**src/rtl/vga_scanline_stage.sv**
```systemverilog
// Output video stage: two-stage registered RGB/sync pipeline with CRT-style
// scanline dimming on odd lines and internal line counting from the syncs.
module vga_scanline_stage #(
  parameter int DW       = 6,
  parameter int SYNC_POL = 0,
  parameter int LW       = 10
) (
  input  logic          clk,
  input  logic          rst,
  input  logic          ce,
  input  logic [DW-1:0] r_in,
  input  logic [DW-1:0] g_in,
  input  logic [DW-1:0] b_in,
  input  logic          hs_in,
  input  logic          vs_in,
  input  logic [1:0]    scan_mode,
  output logic [DW-1:0] r_out,
  output logic [DW-1:0] g_out,
  output logic [DW-1:0] b_out,
  output logic          hs_out,
  output logic          vs_out,
  output logic          line_odd,
  output logic [LW-1:0] line_num,
  output logic [1:0]    mode_act
);

  localparam logic ACT   = 1'(SYNC_POL);
  localparam logic INACT = ~ACT;

  // Stage 1 holds the incoming pixel plus the sync history for edge detection.
  logic [DW-1:0] r1, g1, b1;
  logic          hs1, vs1, hs_prev, vs_prev;

  logic          hs_edge, vs_edge;
  logic          odd_nxt;
  logic [LW-1:0] num_nxt;
  logic [1:0]    mode_nxt;

  function automatic logic [DW-1:0] dim(input logic [DW-1:0] x,
                                        input logic [1:0]    m,
                                        input logic          odd);
    logic [DW-1:0] y;
    y = x;
    if (odd) begin
      case (m)
        2'b01:   y = x - (x >> 2);
        2'b10:   y = x >> 1;
        2'b11:   y = '0;
        default: y = x;
      endcase
    end
    return y;
  endfunction

  // Line/frame bookkeeping; vsync assertion wins over a coincident hsync one.
  always_comb begin
    hs_edge  = (hs1 == ACT) && (hs_prev != ACT);
    vs_edge  = (vs1 == ACT) && (vs_prev != ACT);
    odd_nxt  = line_odd;
    num_nxt  = line_num;
    mode_nxt = mode_act;
    if (vs_edge) begin
      odd_nxt  = 1'b0;
      num_nxt  = '0;
      mode_nxt = scan_mode;
    end else if (hs_edge) begin
      odd_nxt = ~line_odd;
      if (line_num != {LW{1'b1}}) num_nxt = line_num + LW'(1);
    end
  end

  always_ff @(posedge clk) begin
    if (rst) begin
      r1       <= '0;
      g1       <= '0;
      b1       <= '0;
      hs1      <= INACT;
      vs1      <= INACT;
      hs_prev  <= INACT;
      vs_prev  <= INACT;
      r_out    <= '0;
      g_out    <= '0;
      b_out    <= '0;
      hs_out   <= INACT;
      vs_out   <= INACT;
      line_odd <= 1'b0;
      line_num <= '0;
      mode_act <= 2'b00;
    end else if (ce) begin
      r1       <= r_in;
      g1       <= g_in;
      b1       <= b_in;
      hs1      <= hs_in;
      vs1      <= vs_in;
      hs_prev  <= hs1;
      vs_prev  <= vs1;
      // Dimming sees the line parity as updated by this same cycle's edges.
      r_out    <= dim(r1, mode_nxt, odd_nxt);
      g_out    <= dim(g1, mode_nxt, odd_nxt);
      b_out    <= dim(b1, mode_nxt, odd_nxt);
      hs_out   <= hs1;
      vs_out   <= vs1;
      line_odd <= odd_nxt;
      line_num <= num_nxt;
      mode_act <= mode_nxt;
    end
  end

endmodule

```
**config.mk**
```make
export PLATFORM = sky130hd
export DESIGN_NAME = vga_scanline_stage
export DESIGN_NICKNAME = d
export VERILOG_FILES = /design/src/rtl/vga_scanline_stage.sv
export SDC_FILE = /design/constraint.sdc
export NUM_CORES = 1
export LEC_CHECK = 0
export CORE_AREA = 3 3 103 105
export DETAILED_ROUTE_END_ITERATION = 10
export DIE_AREA = 0 0 106 108
export GPL_TIMING_DRIVEN = 0
export PLACE_DENSITY = 0.62
export SETUP_SLACK_MARGIN = 0.2
export SLEW_MARGIN = 20
export SYNTH_ARGS = -nofsm -noshare
export SYNTH_HDL_FRONTEND = slang
export SYNTH_SLANG_ARGS = --single-unit
```
**constraint.sdc**
```tcl
create_clock -name clk -period 2.8 [get_ports clk]
set_clock_uncertainty 0.2 [all_clocks]
set_input_delay 0.28 -clock clk [delete_from_list [all_inputs] [get_ports clk]]
set_output_delay 0.28 -clock clk [all_outputs]
set_load 0.02 [all_outputs]
```
# Word-level counts from Yosys, hierarchy flattened
# Index checks and enable logic that the tools add are counted.
# word_totals
reg_bits,53
inputBits,25
output_inout_bits,33
word_cells,41
# op_classes
addsub,4
eq_ne,4
mux,12
bitwise_logic,3
reduce_logical,5
# ops
cell,count
case mux 6 bit (3 select lines),3
2-to-1 mux 10 bit,3
2-to-1 mux 6 bit,3
subtractor 6 x 4 -> 6 bit,3
"adder 10 x 1 -> 10 bit, second input constant",1
"inequality test 10 bit, second input constant",1
"== test 2 bit, second input constant",2
nonzero test 2 bit,2
NOT 1 bit,3
AND reduction 3 bit,1
"== test 2 x 1 -> 1 bit, second input constant",1
logical AND 1 bit,2
2-to-1 mux 1 bit,2
2-to-1 mux 2 bit,1

# Depth between registers and ports, before layout
# logic_depth
depth_word,6
mapped_depth,9
depth_no_buf,9

# Worst setup path after synthesis
# Ideal clock, no wire load.
# synth_timing
path_kind,register to register
startpoint,register b1[3]
endpoint,register b_out[3]
arrival_time_ns,1.680
t_required_ns,2.467
path_slack_ns,0.786
stages_incl_launch_ff,8
path_buffers,0
period_less_slack_ns,2.014
cell_sequence,dfxtp_1 -> inv_1 -> ha_1 -> nor2b_1 -> o21ai_0 -> or3b_2 -> a311oi_1 -> nor4_1
# synth_via
elab_chain_cells,3
# synth_rtl
item,line,text
start: declaration,31,"logic [DW-1:0] r1, g1, b1;"
start signal: assignment,92,b1 <= b_in;
subtractor 6 x 4 -> 6 bit,46,2'b01: y = x - (x >> 2);
case mux 6 bit (3 select lines),45,case (m)
2-to-1 mux 6 bit (*),44,if (odd) begin
end signal: assignment,100,"b_out <= dim(b1, mode_nxt, odd_nxt);"
end: declaration,19,"output logic [DW-1:0] b_out,"
# Every way passes the cells marked *; elsewhere a longest branch is shown, timed or not.
# A chain may end at the register's enable or synchronous reset.

# Worst setup path in the final report
# layout_timing
startpoint,register b1[2]
endpoint,register b_out[4]
# layout_via
elab_chain_cells,3
# layout_rtl
item,line
subtractor 6 x 4 -> 6 bit,46
case mux 6 bit (3 select lines),45
2-to-1 mux 6 bit,44
# No other way between the ends.

==> run summary <==
The final cycle utilization of the critical path is 80.1%. Entering global routing, the biggest net connects 15 pins. The worst voltage drop across the vdd grid is 0.193 mV.

The final max-slew violation count came to 0. The kind of path behind the tightest hold check is in2reg. Across all hold checks on the routed design, the worst slack comes to 0.275 ns. A synthesized cell averages around 9 µm². The die is 108 µm tall. The critical path is of the reg2reg type. The routed wire length is between 7000 and 8000 µm.

The number of port buffers came out at 56. The total setup buffers inserted after CTS is 0. The final critical delay including setup and external delays is 2.24 ns. The number of remaining DRC errors is 0. The count of hold buffers inserted by post-cts repair is 0. The max capacitance violation total is 0. The number of global-route vias before repair is between 2000 and 2500.

The cell count after synthesis came out at around 320. The number of nets handed over by synthesis was 362. The overall track demand over capacity in global routing came out at 13.5%. Summed over all cells, the static leakage comes to 1.39 nW. The number of buffers inserted during clock tree synthesis is 5. From synthesis to final layout, the design area changed by 28.1%. The total overflow reported by the global router came out at 0.

The share of flip-flops with an asynchronous set or reset after synthesis is 0%. The area occupied by registers is 1060 µm². The number of detailed-route iterations in the first pass is 4. The run finished with clean final reports. The netlist area before placement came out at 2900 µm².

The area of combinational cells with multiple inputs came out at 1670 µm². The cell at the slowest stage of the critical path is dfxtp_1. The first global-routing pass estimated 12500 µm of wire. The fraction of the yosys area taken by sequential cells came out at 36.6%. The die is 106 µm wide. The row count came out at 36. The final-report setup violation count came out at 0.

Traced cell by cell, the critical path runs through ha_1, inv_1, fa_1, a21o_1, a21oi_1, xnor2_1, a211oi_1, nor4_1. After synthesis the netlist holds a flip-flop and latch count of 53. The library cell used most frequently in the layout, excluding fill and tap cells, is clkdlybuf4s50_1. The worst setup path is captured at a register. The starting DRC count in detailed routing came out at 100. The peak per-stage delay on the critical path came out at 0.44 ns. The insertion delay to the later sink of the worst-skew pair is ~0.3 ns. In this run, distinct cell masters in the synthesized netlist total 49. The clock slew seen by the registers of the worst setup and hold paths is 0.10 ns. The maximum buffer depth of the clock tree is 2. The routed length per instance came out at around 15 µm. The number of nets in the layout is 425. The number of antenna violations at the first check in global routing came to 0. For the worst setup path, the data arrival time is 2.22 ns.

The setup total negative slack is 0 ns. Among all flip-flop cells after synthesis, the most frequent one is dfxtp_1. The count of cells resized by post-cts repair came out at 0. The worst-path maximum fanout came out at 5.

The CTS root buffer is clkbuf_8. Detailed placement ended at an HPWL of 5720 µm. The required time reported for the critical path endpoint came out at 2.78 ns. The initial core utilization came out at 29.8%.

The routability congestion estimate from global placement is 0.865. The number of synthesis warnings is 0. The relative max-transition margin came out at 62.8%. The power density of the placed cells is 435 nW/µm².

Leaving out fill and tap cells, the most frequent cells in the layout are clkdlybuf4s50_1 (56), nor2_1 (55), dfxtp_1 (53). The highest attainable clock frequency is 0.446 GHz. The H-tree level count is 2.

The sink count of the clock tree is 53. The count of boundary I/O pins came out at between 50 and 60. The total number of vias came out at approximately 2500.

In the final layout, the share of cells above drive strength 1 is between 7 and 8%. The utilization after layout is 38.1%. The average vias per placed instance is 4.80. The layout has 1049 filler cells. The startpoint kind of the worst setup timing path is a register. The clock tree from TritonCTS is built. The number of diodes came out at 0. Setup repair after global routing left no endpoint under its margin. The final count of hold timing violations is 0.

The total core area is 9730 µm². The number of synthesized flops with an enable pin came out at 0. The die covers 11400 µm². In this run the remaining antenna-violating nets after routing total 0. The slew at the pin closest to its max-slew limit is 0.557 ns.
-- path summary, 6_finish.rpt --
path	start	end	slack, ns	cells after the start
setup / recovery	b1[2]	b_out[4]	0.56	8
hold / removal	ce	g_out[2]	0.28	3
setup reg to reg	b1[2]	b_out[4]	0.56	8
hold reg to reg	r_out[4]	r_out[4]	0.29	2
-- per-stage QoR --
step                worst slack [ns]  power [mW]  std cells  area (µm²)
floorplan                      0.786        1.06        321        2900
global placement               0.542        1.17        510        3620
detailed placement             0.518        1.18        510        3620
CTS                            0.563        1.62        517        3710
global route                   0.400        1.70        517        3710
finish                         0.556        1.61        517        3710
-- power breakdown --
group	internal, mW	switching [mW]	leakage, nW
clock network	0.197	0.250	0.0443
registers	0.787	0.0349	0.434
logic	0.169	0.173	0.916
-- cell usage after synthesis (2+ instances only) --
library cell	count	share of area, %
nor2_1	55	7.1
inv_1	21	2.7
nor2b_1	5	1.1
nand3b_1	3	0.78
and4bb_2	3	1.3
a22oi_1	7	1.8
nand4_1	2	0.43
o31a_1	2	0.61
a311oi_1	3	0.91
a221o_1	8	2.8
nand2_1	12	1.6
mux2i_1	24	8.3
xor2_1	5	1.5
buf_6	2	0.78
xnor2_1	13	3.9
nand2b_1	3	0.65
dfxtp_1	53	37
fa_1	3	2.1
nor4_1	6	1.3
and3_1	3	0.65
buf_2	8	1.4
a21oi_1	14	2.4
or3_1	2	0.43
nor4b_2	2	1.0
a21o_1	3	0.78
nand3_1	6	1.0
clkbuf_1	5	0.65
a211oi_1	3	0.78
ha_1	13	5.6
o21ai_0	9	1.6
o21a_1	5	1.3
-- metal layers --
layer	GRT usage, %	share of wire (%)	wire [µm]
met3	3.22	5.8	438
met5	0	0	0
met4	1.67	0.56	42
met2	22.6	45	3350
met1	18.3	49	3680
-- cells by family (layout without fill, tap and decap cells) --
logic type               count (synthesis)  in the layout  synth area share, %
AND/OR/NAND/NOR                        106            106                 18.7
AO/OA/AOI/OAI                           66             66                 17.0
flip-flops                              53             53                 36.6
XOR/XNOR                                19             19                 6.01
buffers and inverters                   37            100                 5.66
multiplexers                            24             24                 8.30
adder cells (fa/ha/maj)                 16             16                 7.69
-- critical path: cells and delay by family (launching register included) --
family / cells / cell delay [ns]
adders and majority gates: 2 / 0.64
AOI/OAI and AO/OA: 3 / 0.62
DFF: 1 / 0.44
xor gates and xnor gates: 1 / 0.08
and+or+nand+nor: 1 / 0.07
buffers and inverters: 1 / 0.06
-- state kept, by name, indices dropped and copies added, names as in the netlist, 2 cells and up --
register,flops
g1,6
r1,6
mode_act,2
r_out,6
g_out,6
b_out,6
line_num,10
b1,6
-- layout make-up --
class | count | share of cell area (%)
Clock buffer | 7 | 2.33
Timing Repair Buffer | 56 | 15.1
Tap cell | 133 | 4.49
Multi-Input combinational cell | 231 | 45.0
Buffer | 16 | 2.29
Sequential cell | 53 | 28.6
Inverter | 21 | 2.13
(Power assumes the default switching activity.)
